**config.mk**
```make
export PLATFORM = sky130hd
export DESIGN_NAME = mem_access_unit
export DESIGN_NICKNAME = d
export VERILOG_FILES = /design/src/rtl/mem_access_unit.sv
export SDC_FILE = /design/constraint.sdc
export NUM_CORES = 1
export LEC_CHECK = 0
export ABC_AREA = 1
export ABC_CLOCK_PERIOD_IN_PS = 1700
export BUFFER_PORTS_ARGS = -buffer_cell sky130_fd_sc_hd__buf_2
export CAP_MARGIN = 10
export CORE_UTILIZATION = 35
export DETAILED_ROUTE_END_ITERATION = 16
export PLACE_DENSITY = 0.61
export RECOVER_POWER = 50
export SLEW_MARGIN = 40
export SYNTH_ARGS = -nofsm -noshare
export SYNTH_HDL_FRONTEND = slang
export SYNTH_SLANG_ARGS = --single-unit
```
**constraint.sdc**
```tcl
create_clock -name CLOCK -period 1.7 [get_ports CLOCK]
set_input_delay 0.34 -clock CLOCK [delete_from_list [all_inputs] [get_ports CLOCK]]
set_output_delay 0.34 -clock CLOCK [all_outputs]
set_load 0.03 [all_outputs]
```
**src/rtl/mem_access_unit.sv**
```systemverilog
// mem_access_unit: MEM-stage load/store controller driving a req/ack data-memory port.
// Optional macro MEM_ALIGN_CHECK_EN faults misaligned halfword/word accesses without a request.
module mem_access_unit #(
    parameter int TIMEOUT_CYCLES = 255
) (
    input  logic        CLOCK,
    input  logic        RESET,
    input  logic        Valid_IN,
    input  logic        MemRead_IN,
    input  logic        MemWrite_IN,
    input  logic [1:0]  MemSize_IN,
    input  logic        MemSigned_IN,
    input  logic [31:0] Address_IN,
    input  logic [31:0] StoreData_IN,
    output logic        DMemReq_OUT,
    output logic        DMemWE_OUT,
    output logic [31:0] DMemAddr_OUT,
    output logic [3:0]  DMemByteEn_OUT,
    output logic [31:0] DMemWData_OUT,
    input  logic        DMemAck_IN,
    input  logic [31:0] DMemRData_IN,
    output logic [31:0] LoadData_OUT,
    output logic        Done_OUT,
    output logic        Stall_OUT,
    output logic        Timeout_OUT,
    output logic        Misaligned_OUT
);
    typedef enum logic [1:0] {IDLE, WAIT, DONE} state_t;

    localparam logic [15:0] TMO = 16'(TIMEOUT_CYCLES);

    state_t      state_q, state_d;
    logic [31:0] addr_q, addr_d;
    logic        we_q, we_d;
    logic [1:0]  size_q, size_d;
    logic        sgn_q, sgn_d;
    logic [3:0]  be_q, be_d;
    logic [31:0] wdata_q, wdata_d;
    logic [31:0] rdata_q, rdata_d;
    logic [15:0] cnt_q, cnt_d;
    logic        tmo_q, tmo_d;
    logic        mis_q, mis_d;

    logic        mem_op;
    logic [3:0]  be_new;
    logic [31:0] wd_new;
    logic        misal_new;

    // Big-endian lane selection: offset 0 is bits 31:24.
    function automatic logic [31:0] load_extend(input logic [31:0] w, input logic [1:0] a,
                                                input logic [1:0] sz, input logic sgn);
        logic [7:0]  b;
        logic [15:0] h;
        case (a)
            2'd0:    b = w[31:24];
            2'd1:    b = w[23:16];
            2'd2:    b = w[15:8];
            default: b = w[7:0];
        endcase
        h = a[1] ? w[15:0] : w[31:16];
        case (sz)
            2'b00:   load_extend = sgn ? {{24{b[7]}}, b} : {24'd0, b};
            2'b01:   load_extend = sgn ? {{16{h[15]}}, h} : {16'd0, h};
            default: load_extend = w;
        endcase
    endfunction

    // Gating with RESET keeps Stall_OUT low while reset is held, even with a live op on the inputs.
    assign mem_op = RESET & Valid_IN & (MemRead_IN | MemWrite_IN);

    always_comb begin
        be_new    = 4'b1111;
        wd_new    = StoreData_IN;
        misal_new = 1'b0;
        case (MemSize_IN)
            2'b00: begin
                be_new = 4'b1000 >> Address_IN[1:0];
                wd_new = {4{StoreData_IN[7:0]}};
            end
            2'b01: begin
                be_new = Address_IN[1] ? 4'b0011 : 4'b1100;
                wd_new = {2{StoreData_IN[15:0]}};
            end
            default: begin
                be_new = 4'b1111;
                wd_new = StoreData_IN;
            end
        endcase
`ifdef MEM_ALIGN_CHECK_EN
        misal_new = ((MemSize_IN == 2'b01) && Address_IN[0]) ||
                    (MemSize_IN[1] && (Address_IN[1:0] != 2'b00));
`endif
    end

    always_comb begin
        state_d = state_q;
        addr_d  = addr_q;
        we_d    = we_q;
        size_d  = size_q;
        sgn_d   = sgn_q;
        be_d    = be_q;
        wdata_d = wdata_q;
        rdata_d = rdata_q;
        cnt_d   = cnt_q;
        tmo_d   = tmo_q;
        mis_d   = mis_q;
        case (state_q)
            IDLE: begin
                if (mem_op) begin
                    addr_d  = Address_IN;
                    we_d    = MemWrite_IN;
                    size_d  = MemSize_IN;
                    sgn_d   = MemSigned_IN;
                    be_d    = be_new;
                    wdata_d = wd_new;
                    rdata_d = 32'd0;
                    cnt_d   = 16'd0;
                    tmo_d   = 1'b0;
                    mis_d   = misal_new;
                    state_d = misal_new ? DONE : WAIT;
                end
            end
            WAIT: begin
                cnt_d = cnt_q + 16'd1;
                if (DMemAck_IN) begin
                    if (!we_q) rdata_d = DMemRData_IN;
                    state_d = DONE;
                end else if ((TMO != 16'd0) && (cnt_q + 16'd1 == TMO)) begin
                    tmo_d   = 1'b1;
                    state_d = DONE;
                end
            end
            DONE: begin
                tmo_d   = 1'b0;
                mis_d   = 1'b0;
                state_d = IDLE;
            end
            default: state_d = IDLE;
        endcase
    end

    always_ff @(posedge CLOCK or negedge RESET) begin
        if (!RESET) begin
            state_q <= IDLE;
            addr_q  <= 32'd0;
            we_q    <= 1'b0;
            size_q  <= 2'b00;
            sgn_q   <= 1'b0;
            be_q    <= 4'd0;
            wdata_q <= 32'd0;
            rdata_q <= 32'd0;
            cnt_q   <= 16'd0;
            tmo_q   <= 1'b0;
            mis_q   <= 1'b0;
        end else begin
            state_q <= state_d;
            addr_q  <= addr_d;
            we_q    <= we_d;
            size_q  <= size_d;
            sgn_q   <= sgn_d;
            be_q    <= be_d;
            wdata_q <= wdata_d;
            rdata_q <= rdata_d;
            cnt_q   <= cnt_d;
            tmo_q   <= tmo_d;
            mis_q   <= mis_d;
        end
    end

    assign DMemReq_OUT    = (state_q == WAIT);
    assign Stall_OUT      = (state_q == WAIT) | ((state_q == IDLE) & mem_op);
    assign DMemWE_OUT     = we_q;
    assign DMemAddr_OUT   = {addr_q[31:2], 2'b00};
    assign DMemByteEn_OUT = be_q;
    assign DMemWData_OUT  = wdata_q;
    assign Done_OUT       = (state_q == DONE);
    assign Timeout_OUT    = Done_OUT & tmo_q;
    assign Misaligned_OUT = Done_OUT & mis_q;
    // rdata_q is cleared on accept, so timeouts, faults and stores all return 0.
    assign LoadData_OUT   = Done_OUT ? load_extend(rdata_q, addr_q[1:0], size_q, sgn_q) : 32'd0;

endmodule

```
==> impl_metrics.csv <==
group,metric,value,unit
outcome,status,"complete, but fails checks",
outcome,violations,"setup timing",
grt,antenna_found_initial,0,
synthesis,syn_area_per_cell,7.74,um^2
route,wl_met1,8990,um
timing,rsz0062_at_grt,"true",
timing,worst_slack,-0.626,ns
placed_design,gp_congestion,0.861,
route,via_count,6522,
finish,synthToLayoutAreaGrowth,61.3,%
grt,grt_first_pass_wirelength,31300,um
route,wirelength,21400,um
die,io_pins,211,
critical_path,path_class,"flip-flop to output port",
critical_path,r2r_slack,-0.21,ns
min_path,hp-class,"input port to flip-flop",
synthesis,syn-cell-area,6310,um^2
grt,grt-ovfl-total,0,
cts,cts_hold_buffers,0,
synthesis,synth_edf_count,0,
critical_path,endpoint_kind,"output port",
critical_path,rr_endpoint,"addr_q[27]",
cts,root_buffer,"clkbuf_16",
synthesis,yosysWarningCount,0,
pwr,switching_share,38.5,%
timing,timing.final.crit_period,2.33,ns
min_path,min-delay-start,"Address_IN[14]",
min_path,holdPathStages,3,
die,core,17500,um^2
critical_path,reg2reg_from,"state_q[0]",
synthesis,ys_seq_area_share,48.8,%
pwr,peakVddDrop,783,uV
min_path,holdPathEnd,"addr_q[14]",
synthesis,synth_seq_cells,123,
timing,period_share,137,%
route,wl_per_cell,16.4,um
critical_path,critical_path_arrival,1.99,ns
cts,numClockSinks,123,
finish,layout-drive-gt1-share,48.4,%
timing,skew,0.00547,ns
grt,grt_start_max_net_pins,124,
die,dieArea,18600,um^2
finish,diodes,0,
die,die_w,136,um
critical_path,rr_worst_depth,13,
cts,clkTransAtPathRegs,0.06,ns
route,first_iter_violations,354,
placed_design,hpwl,13600,um
synthesis,async_reset_ff_share,100,%
grt,grtUsageTotal,21.9,%
route,drt_pass1_iterations,4,
timing,max_clock_freq,0.430,GHz
grt,grt_pass1_vias,6193,
die,die_h,136,um
pwr,p_per_area,1300,nW/um^2
cts,cts_buffer_depth,2,
die,start_util,36.1,%
placed_design,port_buffers,207,
timing,hold-worst-slack,0.115,ns
pwr,p_seq_share,30.6,%
route,dr_wl_met3,1430,um
pwr,clockPowerShare,29.5,%
timing,max_slew_margin,24.4,%
cts,clkLatencyLatePin,0.41,ns
route,drcViolationCount,0,
critical_path,path_max_fanout,12,
synthesis,synthFlopType,"dfrtp_1",
route,highest_layer,"met4",
cts,cts_tree,"built",
finish,nets,1172,
critical_path,worstPathRequired,1.36,ns
critical_path,cp-start-kind,"flip-flop",
timing,report.final.setup_viol,128,
cts,numCtsBuffers,17,
synthesis,yosysUniqueCellTypes,35,
pwr,finalPower,13.2,mW
route,ant_nets,0,
pwr,internal_power,8.12,mW
pwr,switchingPower,5.09,mW
route,viasPerCell,5.01,
pwr,p_leak,4.96,nW
cts,cts_max_level,4,
timing,hold_violations,0,
run,drv_cap,0,
pwr,p_comb_share,39.9,%
route,met2_wirelength,10500,um
timing,worst_pin_slew,1.13,ns
timing,report.final.slew_viol_count,0,
synthesis,syn_inst,815,
die,fp-row-count,48,
## Yosys cell counts, types with 3 or more instances
library cell	n	area (um^2)
nand4_1	4	25.0
clkinv_1	3	11.3
nand2_2	5	31.3
nor2_1	32	120
nor2_2	4	25.0
nor2_4	3	33.8
o22ai_1	16	100
dfrtp_1	123	3080
buf_1	7	26.3
buf_2	5	25.0
o21ai_0	84	420
buf_4	34	255
inv_1	68	255
nand2_1	260	976
clkbuf_1	25	93.8
a221oi_1	7	61.3
nand3_1	62	310
a21oi_1	50	250
## placed cells by master, fill, tap and decap left out, types with 12 or more instances in the layout
master / netlist / final
nor2_1: 32 / 16
buf_12: 0 / 13
inv_1: 68 / 60
clkbuf_16: 0 / 24
o22ai_1: 16 / 13
buf_6: 2 / 58
nor2_4: 3 / 13
a21oi_4: 0 / 22
o21ai_1: 1 / 12
buf_4: 34 / 50
nand2_2: 5 / 44
o21ai_2: 0 / 31
nand2_1: 260 / 207
o21ai_0: 84 / 34
dfrtp_1: 123 / 121
nand2_4: 1 / 13
nand3_1: 62 / 53
buf_2: 5 / 170
a21oi_1: 50 / 20
## final cells by class
cell class | instances | area, um^2
clock buffers | 21 | 470
flip-flops and latches | 123 | 3080
repair buffers | 302 | 2360
fillers | 1529 | 7300
clock inverters | 11 | 166
well taps | 225 | 282
multi-input cells | 549 | 3540
inverters | 72 | 277
## stage by stage
step	std cells	setup slack (ns)	instance area [um^2]	setup TNS (ns)	utilization, %
floorplan	817	-0.237	6650	-4.94	-
global placement	1234	-0.209	8030	-4.02	46.0
detailed placement	1234	-0.211	8030	-4.91	46.0
CTS	1278	-0.593	9200	-17.35	52.7
global route	1303	-0.719	10200	-38.13	58.2
finish	1303	-0.626	10200	-27.51	58.2
## registers in the layout, indices dropped and copies added (netlist names)
register,flops
DMemByteEn_OUT,4
DMemWData_OUT,32
DMemWE_OUT,1
addr_q,32
cnt_q,16
rdata_q,32
sgn_q,1
size_q,2
state_q,2
tmo_q,1
## how the worst max path moves through the flow
stage	from	slack, ns	to
after global placement	addr_q[1]	-0.21	LoadData_OUT[14]
after detailed placement	addr_q[1]	-0.21	LoadData_OUT[10]
final	addr_q[1]	-0.63	LoadData_OUT[14]
after CTS	addr_q[1]	-0.59	LoadData_OUT[18]
after floorplan	size_q[1]	-0.24	LoadData_OUT[11]
after global routing	addr_q[1]	-0.72	LoadData_OUT[22]
## layer usage
layer,GRT usage [%],vias to the layer above
met1,26.6,3143
met2,35.9,224
met3,7.16,33
met5,0,-
met4,8.27,0
li1,-,3122
## power by group through the flow
stage                     Clock [mW]  Combinational, mW  Sequential (mW)
after floorplan                    0               2.35             4.45
final                           3.90               5.27             4.04
after global routing            4.09               5.64             4.12
after global placement             0               4.02             4.02
after CTS                       3.96               4.52             4.00
after detailed placement           0               4.07             4.01
## critical path, cell delays in order (launching register included)
cell	delay [ns]
dfrtp_1	0.40
buf_4	0.15
buf_12	0.15
buf_12	0.13
o21ai_4	0.18
nand2_2	0.10
a221oi_4	0.29
buf_6	0.17
## cells by family (layout without fill, tap and decap cells)
| kind of cell | Yosys count | after routing | share of synthesized area (%) |
|---|---|---|---|
| simple gates | 375 | 375 | 24.9 |
| compound gates | 168 | 168 | 14.8 |
| xor+xnor | 1 | 1 | 0.139 |
| buf+inv | 145 | 406 | 11.0 |
| fa+ha+maj | 2 | 2 | 0.397 |
| flops | 123 | 123 | 48.8 |
| other cells | 1 | 3 | 0.0594 |
## repair_timing
item	CTS	global route
endpoints found under the setup margin	38	90
resized for setup	129	213
pin swaps	10	39
setup buffers	13	23
cloned	0	9
Note: power is estimated with default switching activity, not from simulation.
